$ cat src/rtl/mem_if.sv
// mem_if: request/response bus between requester and mem_responder, plus preload port.
interface mem_if #(parameter int ADDR_WIDTH = 16);
    logic                  mem_read;
    logic                  mem_write;
    logic [ADDR_WIDTH-1:0] address;
    logic [15:0]           wdata;
    logic                  init_we;
    logic [ADDR_WIDTH-1:0] init_addr;
    logic [15:0]           init_data;
    logic [15:0]           rdata;
    logic                  ack;
    logic                  busy;
    logic                  err;
    modport master (
        output mem_read, mem_write, address, wdata, init_we, init_addr, init_data,
        input  rdata, ack, busy, err
    );
    modport slave (
        input  mem_read, mem_write, address, wdata, init_we, init_addr, init_data,
        output rdata, ack, busy, err
    );
endinterface

$ cat src/rtl/mem_responder.sv
// mem_responder: fixed-latency word memory responder with one-cycle ack and range/protocol error pulses.
module mem_responder #(
    parameter int LATENCY    = 4,
    parameter int ADDR_WIDTH = 16,
    parameter int DEPTH      = 256
) (
    input logic   clk,
    input logic   reset,
    mem_if.slave  bus
);
    localparam int AW = DEPTH > 1 ? $clog2(DEPTH) : 1;
    typedef enum logic {IDLE, ACCESS} state_t;
    state_t                state, state_n;
    logic [3:0]            cnt, cnt_n;
    logic                  op_wr;
    logic [ADDR_WIDTH-1:0] addr_q;
    logic [15:0]           wdata_q;
    logic [15:0]           mem [DEPTH];
    logic                  ack_n, err_n, busy_n, latch, commit, preload, upd_rd;
    logic                  in_range, init_in_range;
    assign in_range      = {1'b0, addr_q} < (ADDR_WIDTH+1)'(DEPTH);
    assign init_in_range = {1'b0, bus.init_addr} < (ADDR_WIDTH+1)'(DEPTH);
    always_comb begin
        state_n = state;
        cnt_n   = cnt;
        ack_n   = 1'b0;
        err_n   = 1'b0;
        busy_n  = bus.busy;
        latch   = 1'b0;
        commit  = 1'b0;
        preload = 1'b0;
        upd_rd  = 1'b0;
        if (state == IDLE) begin
            if (bus.mem_read && bus.mem_write) begin
                err_n = 1'b1;
            end else if (bus.mem_read || bus.mem_write) begin
                latch   = 1'b1;
                cnt_n   = 4'(LATENCY - 1);
                busy_n  = 1'b1;
                state_n = ACCESS;
            end else begin
                preload = bus.init_we && init_in_range;
            end
        end else if (!(op_wr ? bus.mem_write : bus.mem_read)) begin
            // requester withdrew: abort silently
            state_n = IDLE;
            busy_n  = 1'b0;
        end else if (cnt != 4'd0) begin
            cnt_n = cnt - 4'd1;
        end else begin
            state_n = IDLE;
            busy_n  = 1'b0;
            ack_n   = 1'b1;
            err_n   = !in_range;
            upd_rd  = !op_wr;
            commit  = op_wr && in_range;
        end
    end
    always_ff @(posedge clk) begin
        if (reset) begin
            state     <= IDLE;
            cnt       <= 4'd0;
            bus.rdata <= 16'd0;
            bus.ack   <= 1'b0;
            bus.busy  <= 1'b0;
            bus.err   <= 1'b0;
        end else begin
            state    <= state_n;
            cnt      <= cnt_n;
            bus.ack  <= ack_n;
            bus.busy <= busy_n;
            bus.err  <= err_n;
            if (upd_rd)
                bus.rdata <= in_range ? mem[addr_q[AW-1:0]] : 16'd0;
        end
    end
    always_ff @(posedge clk) begin
        if (latch) begin
            op_wr   <= bus.mem_write;
            addr_q  <= bus.address;
            wdata_q <= bus.wdata;
        end
    end
    // storage is never cleared; reset only blocks commits in its cycle
    always_ff @(posedge clk) begin
        if (!reset && commit)
            mem[addr_q[AW-1:0]] <= wdata_q;
        else if (!reset && preload)
            mem[bus.init_addr[AW-1:0]] <= bus.init_data;
    end
endmodule

$ cat src/flat_wrapper.sv
// flat-port wrapper written by rule: the top's interface ports become plain ports
module mem_responder_flat 
#(
    parameter int LATENCY    = 4,
    parameter int ADDR_WIDTH = 16,
    parameter int DEPTH      = 256
)
  (clk, reset, bus_mem_read, bus_mem_write, bus_address, bus_wdata, bus_init_we, bus_init_addr, bus_init_data, bus_rdata, bus_ack, bus_busy, bus_err);
  mem_if #(.ADDR_WIDTH(ADDR_WIDTH)) bus_i ();
  input logic clk;
  input logic reset;
  input wire logic [$bits(bus_i.mem_read)-1:0] bus_mem_read;
  input wire logic [$bits(bus_i.mem_write)-1:0] bus_mem_write;
  input wire logic [$bits(bus_i.address)-1:0] bus_address;
  input wire logic [$bits(bus_i.wdata)-1:0] bus_wdata;
  input wire logic [$bits(bus_i.init_we)-1:0] bus_init_we;
  input wire logic [$bits(bus_i.init_addr)-1:0] bus_init_addr;
  input wire logic [$bits(bus_i.init_data)-1:0] bus_init_data;
  output wire logic [$bits(bus_i.rdata)-1:0] bus_rdata;
  output wire logic [$bits(bus_i.ack)-1:0] bus_ack;
  output wire logic [$bits(bus_i.busy)-1:0] bus_busy;
  output wire logic [$bits(bus_i.err)-1:0] bus_err;
  assign bus_i.mem_read = bus_mem_read;
  assign bus_i.mem_write = bus_mem_write;
  assign bus_i.address = bus_address;
  assign bus_i.wdata = bus_wdata;
  assign bus_i.init_we = bus_init_we;
  assign bus_i.init_addr = bus_init_addr;
  assign bus_i.init_data = bus_init_data;
  assign bus_rdata = bus_i.rdata;
  assign bus_ack = bus_i.ack;
  assign bus_busy = bus_i.busy;
  assign bus_err = bus_i.err;
  mem_responder #(.LATENCY(LATENCY), .ADDR_WIDTH(ADDR_WIDTH), .DEPTH(DEPTH)) u_core (.clk(clk), .reset(reset), .bus(bus_i));
endmodule
$ cat config.mk
export PLATFORM = sky130hd
export DESIGN_NAME = mem_responder_flat
export DESIGN_NICKNAME = d
export VERILOG_FILES = /design/src/rtl/mem_if.sv /design/src/rtl/mem_responder.sv /design/src/flat_wrapper.sv
export SDC_FILE = /design/constraint.sdc
export NUM_CORES = 2
export LEC_CHECK = 0
export CORE_MARGIN = 5
export CORE_UTILIZATION = 42
export DETAILED_ROUTE_END_ITERATION = 8
export PLACE_DENSITY_LB_ADDON = 0.25
export REMOVE_ABC_BUFFERS = 1
export SETUP_SLACK_MARGIN = 0.02
export SLEW_MARGIN = 20
export SYNTH_ARGS = -nofsm -noshare
export SYNTH_HDL_FRONTEND = slang
export SYNTH_SLANG_ARGS = --single-unit
$ cat constraint.sdc
create_clock -name clk -period 5.4 [get_ports clk]
set_input_delay 1.08 -clock clk [delete_from_list [all_inputs] [get_ports clk]]
set_output_delay 1.08 -clock clk [all_outputs]
set_load 0.1 [all_outputs]
After elaboration in Yosys (flattened, before gate mapping)
Memory sizes are Yosys's and may differ from the RTL's. A register that Yosys moved wholly into a read port is not among the register bits.
Cells that the tools add are included.
{"block": "totals", "regBits": 57, "ramBits": 4096, "in_bits": 69, "output_inout_bits": 19, "elab_cells": 75, "n_memories": 1}
{"block": "op_classes", "add_sub_neg": 1, "order_cmp": 2, "n_eq_ne": 4, "mux": 41, "n_bitwise": 2, "reduce_logical": 15}
{"memory": "u_core.mem", "words": 256, "width": 16, "rd": 1, "rd_clocked_by_memory_dff": 1, "wr": 1, "line": "mem_responder.sv:18", "rtl": "logic [15:0] mem [DEPTH];"}
{"op": "< comparator 16 x 9 -> 1 bit, second input constant", "count": 2}
{"op": "2-to-1 mux 1 bit", "count": 32}
{"op": "2-to-1 mux 16 bit", "count": 2}
{"op": "2-to-1 mux 4 bit", "count": 5}
{"op": "2-to-1 mux 8 bit", "count": 2}
{"op": "OR reduction 16 bit", "count": 1}
{"op": "logical AND 1 bit", "count": 5}
{"op": "inequality test 2 bit, second input constant", "count": 2}
{"op": "AND reduction 4 bit", "count": 1}
{"op": "nonzero test 4 bit", "count": 1}
{"op": "subtractor 4 x 1 -> 4 bit, second input constant", "count": 1}
{"op": "logical NOT 1 bit", "count": 3}
{"op": "inequality test 3 bit, second input constant", "count": 1}
{"op": "AND reduction 3 bit", "count": 1}
{"op": "OR reduction 3 bit", "count": 1}
{"op": "inequality test 2 x 1 -> 1 bit, second input constant", "count": 1}
{"op": "inverter 1 bit", "count": 2}
{"op": "nonzero test 2 bit", "count": 1}
{"op": "logical OR 1 bit", "count": 1}

Logic depth before layout (Yosys ltp)
{"block": "logic_depth", "depth_word": 11, "ltp_mapped": 13, "ltp_nobuf": 9}

Least setup slack after synthesis
No wires, ideal clock.
{"block": "synth_path", "path_type": "input -> register", "from": "in bus_mem_write", "to": "mem u_core.mem[0][10], data pin", "setup_time_ns": 0.556, "arrival_time_ns": 4.342, "required_ns": 4.844, "path_slack_ns": 0.502, "path_stages": 8, "path_buffers": 3, "cell_sequence": "inv_1 > ha_1 > nor4b_1 > nand4_1 > buf_2 > buf_1 > clkbuf_1 > mux2_2"}
{"block": "synth_between", "elab_chain_cells": 10, "word_cells_on_any_way": 15, "cone_classes": "mux: 10; reduce/logical: 5"}
{"item": "start, declared", "line": "flat_wrapper.sv:13", "rtl": "input wire logic [$bits(bus_i.mem_write)-1:0] bus_mem_write;"}
{"item": "logical OR 1 bit", "line": "mem_responder.sv:36", "rtl": "end else if (bus.mem_read || bus.mem_write) begin"}
{"item": "2-to-1 mux 1 bit", "line": "mem_responder.sv:36"}
{"item": "2-to-1 mux 1 bit", "line": "mem_responder.sv:34", "rtl": "if (bus.mem_read && bus.mem_write) begin"}
{"item": "2-to-1 mux 1 bit", "line": "mem_responder.sv:33", "rtl": "if (state == IDLE) begin"}
{"item": "logical AND 1 bit", "line": "mem_responder.sv:88", "rtl": "else if (!reset && preload)"}
{"item": "2-to-1 mux 1 bit", "line": "mem_responder.sv:88"}
{"item": "2-to-1 mux 1 bit *", "line": "mem_responder.sv:86", "rtl": "if (!reset && commit)"}
{"item": "2-to-1 mux 1 bit (implied by the code) *", "line": "mem_responder.sv:89", "rtl": "mem[bus.init_addr[AW-1:0]] <= bus.init_data;"}
{"item": "OR reduction 16 bit (no line) *"}
{"item": "2-to-1 mux 16 bit (no line) *"}
{"item": "end, declared", "line": "mem_responder.sv:18"}
Every way passes the cells marked *; elsewhere a longest branch is shown, timed or not.

==> results.ini <==
[setup_path]
reg2reg_slack_ns = 0.89
r2r-end = u_core.bus.rdata[3]
worstPathArrival_ns = 5.33
start_kind = flop
end_kind = flop
critPathRequiredTime_ns = 6.23
critical_path.slowest_cell = dfxtp_4
critPathMaxFanout = 31
path_cells = clkinv_2 -> buf_4 -> nor2_1 -> nor2_1 -> o21ai_0 -> nor4_1 -> a211oi_1 -> a21oi_1
max_stage_delay_ns = 0.95
path_common_cell = nor2_1
crit_type = flop to flop
ff2ff_path_depth = 8

[status]
outcome = finished, final reports clean

[placement]
numPortBuffers = 87
place.gp.congestion = 0.882
dpl_worst_slack_ns = 0.408
dp_hpwl_mm = 310
place.detailed.instances = 12900

[timing]
hold_viol = 0
clock_skew_ns = 0.0659
finalSetupViolations = 0
clock.fmax_mhz = 222
finalWorstSetupSlack_ns = 0.893
slew_headroom = 0.165
rsz0062_at_grt = no
maxSlewViolCount = 0
fin_crit_sh = 0.835
worstMarginPinSlew_ns = 1.25
fin_crit_ns = 4.51

[layout]
area_delta_synth_final_pct = 15.8
instances_no_fill = 13700
nets = 8350
drive_gt1_frac = 0.272

[clocking]
cts_root_buffer = clkbuf_16
cts.sinks = 4161
numCtsBuffers = 420
worstSkewPairLatency_ns = 1.01
post-cts-setup-buffer-count = 0
cts_resized = 0
htree_levels = 5
clk_path_buf_depth = 4
cts_tree = yes
clk_pin_slew_worst_paths_ns = 0.06
postCtsHoldBufs = 0

[drt]
routedWlPerCell_um = 35.4
antenna_left = 0
drt-pass1-iter-count = 6
drt_iter0_markers = 10700
via_per_inst = 6.08
drt-total-wl_mm = 485
drc_errors = 0
via_count = 83200

[synth]
ys_seq_area_frac = 0.775
netlist_top_cells_count = edfxtp_1 (4,129), mux4_2 (811), mux2i_1 (427)
synth_most_common_cell = edfxtp_1
synth_warnings = 0
synthCells = 7500
syn_area_um2 = 161000
synth-edff-count = 4129
ys_types = 85
yosys.area.top_type = edfxtp_1
synthArstFlopShare = 0
synth_top_area_frac = 0.771
synth.area.top_cells = edfxtp_1 (77%), mux4_2 (11%), mux2i_1 (2.7%)
synth_flop_cell = edfxtp_1
avgSynthCellArea_um2 = 21.5
ys_ff_latch = 4161

[floorplanning]
die_area_um2 = 396000
core_um2 = 382000
fp-row-count = 227
ioPinCount = 88
fp.dieH_um = 629
fp.dieW_um = 629
start_util = 0.421

[power]
switching_share = 0.244
ir_drop_mv = 0.275
p_clk_frac = 0.393
leakagePower_nw = 59.2
seqPwrFrac = 0.495
comb_power_share = 0.112
internal_power_w = 0.0550
switchingPower_w = 0.0178
powerDensity_nw_per_um2 = 391

[min_path]
min_path_cells = 2
hp-class = flop to flop
min_from = u_core.bus.busy
holdPathEnd = u_core.bus.busy

[global_routing]
grt_first_pass_wirelength_mm = 669
gr-usage-all-layers = 0.240
grt_pass1_vias = 82300
grt.overflow.total = 0
antenna_found_initial = 30
grt_max_degree = 120

[run]
max-cap-violations = 0

[power groups by stage]
stage               logic [W]  clock network (W)  registers [W]
finish                0.00817             0.0286         0.0360
global route          0.00842             0.0304         0.0360
CTS                   0.00817             0.0290         0.0360
detailed placement    0.00814                  0         0.0367
global placement      0.00807                  0         0.0367
floorplan             0.00651                  0         0.0372
[layout make-up]
| class | instances | area [um2] |
|---|---|---|
| fillers | 30600 | 196000 |
| well taps | 5038 | 6300 |
| inverters | 10 | 43.8 |
| diodes | 17 | 42.5 |
| clock buffers | 516 | 11100 |
| multi-input cells | 2890 | 33800 |
| clock inverters | 256 | 2360 |
| repair buffers | 795 | 7980 |
| flip-flops and latches | 4161 | 125000 |
[worst max-delay path by stage]
stage	start	endpoint	slack, ns	cells past startpoint
floorplan	flop	u_core.bus.rdata[10]	-46.57	7
global placement	bus_mem_write	u_core.mem[66][5]	0.19	12
detailed placement	bus_mem_write	u_core.mem[66][6]	0.41	12
CTS	flop	u_core.bus.rdata[8]	1.03	9
global route	flop	u_core.bus.rdata[8]	0.93	9
finish	flop	u_core.bus.rdata[3]	0.89	8
[cells in the final DEF (no fill, tap or decap), types with 81 or more instances in the layout]
cell type        Yosys  routed
a22oi_1            204     204
nor2_1             310     188
clkdlybuf4s50_1      0      87
clkinv_1             3      85
nand2_1            203     203
a21oi_1            121     121
edfxtp_1          4129    4129
nor2_2               1     119
mux2i_1            427     427
clkinv_2             0     101
mux4_2             811     811
buf_12              15     143
clkbuf_1           140      81
buf_4               42     565
clkbuf_16            0     426
nand3_1             92      81
[kinds of logic after synthesis]
family | synth area share
and+or+nand+nor | 0.0234
buffers and inverters | 0.0202
AOI/OAI and AO/OA | 0.0333
xor gates and xnor gates | 0.000109
DFF | 0.775
adders and majority gates | 0.000233
muxes | 0.148
[sequential cells by signal (all words and copies together) (netlist names), named ones only]
register / count
u_core.addr_q: 16
u_core.bus.ack: 1
u_core.bus.rdata: 16
u_core.mem: 4096
u_core.cnt: 4
u_core.op_wr: 1
u_core.bus.err: 1
u_core.state: 1
u_core.wdata_q: 16
u_core.bus.busy: 1
[routing by layer]
metal  wire length, um  share of wire  global-route usage  vias up
li1                  -              -                   -    33200
met2            228000           0.47               0.374     4492
met5               121        0.00025                   0        -
met1            188000           0.39               0.329    44700
met4             24000          0.049               0.104       18
met3             44600          0.092              0.0490      823
[through the flow]
step | power [W] | TNS [ns] | utilization | instance area, um2 | hold slack (ns)
after global routing | 0.0748 | 0 | 0.487 | 186000 | 0.526
after floorplan | 0.0437 | -760.68 | - | 158000 | 0.457
after global placement | 0.0448 | 0 | 0.452 | 173000 | 0.479
after CTS | 0.0732 | 0 | 0.487 | 186000 | 0.498
final | 0.0728 | 0 | 0.487 | 186000 | 0.495
after detailed placement | 0.0448 | 0 | 0.452 | 173000 | 0.484
[worst max-delay path: cells and delay by family (launching register included)]
kind	cells	cell delay [ns]
buffers and inverters	2	1.26
flip-flops	1	0.95
AND/OR/NAND/NOR	3	0.47
AO/OA/AOI/OAI	3	1.59
Note: power is estimated with default switching activity, not from simulation.
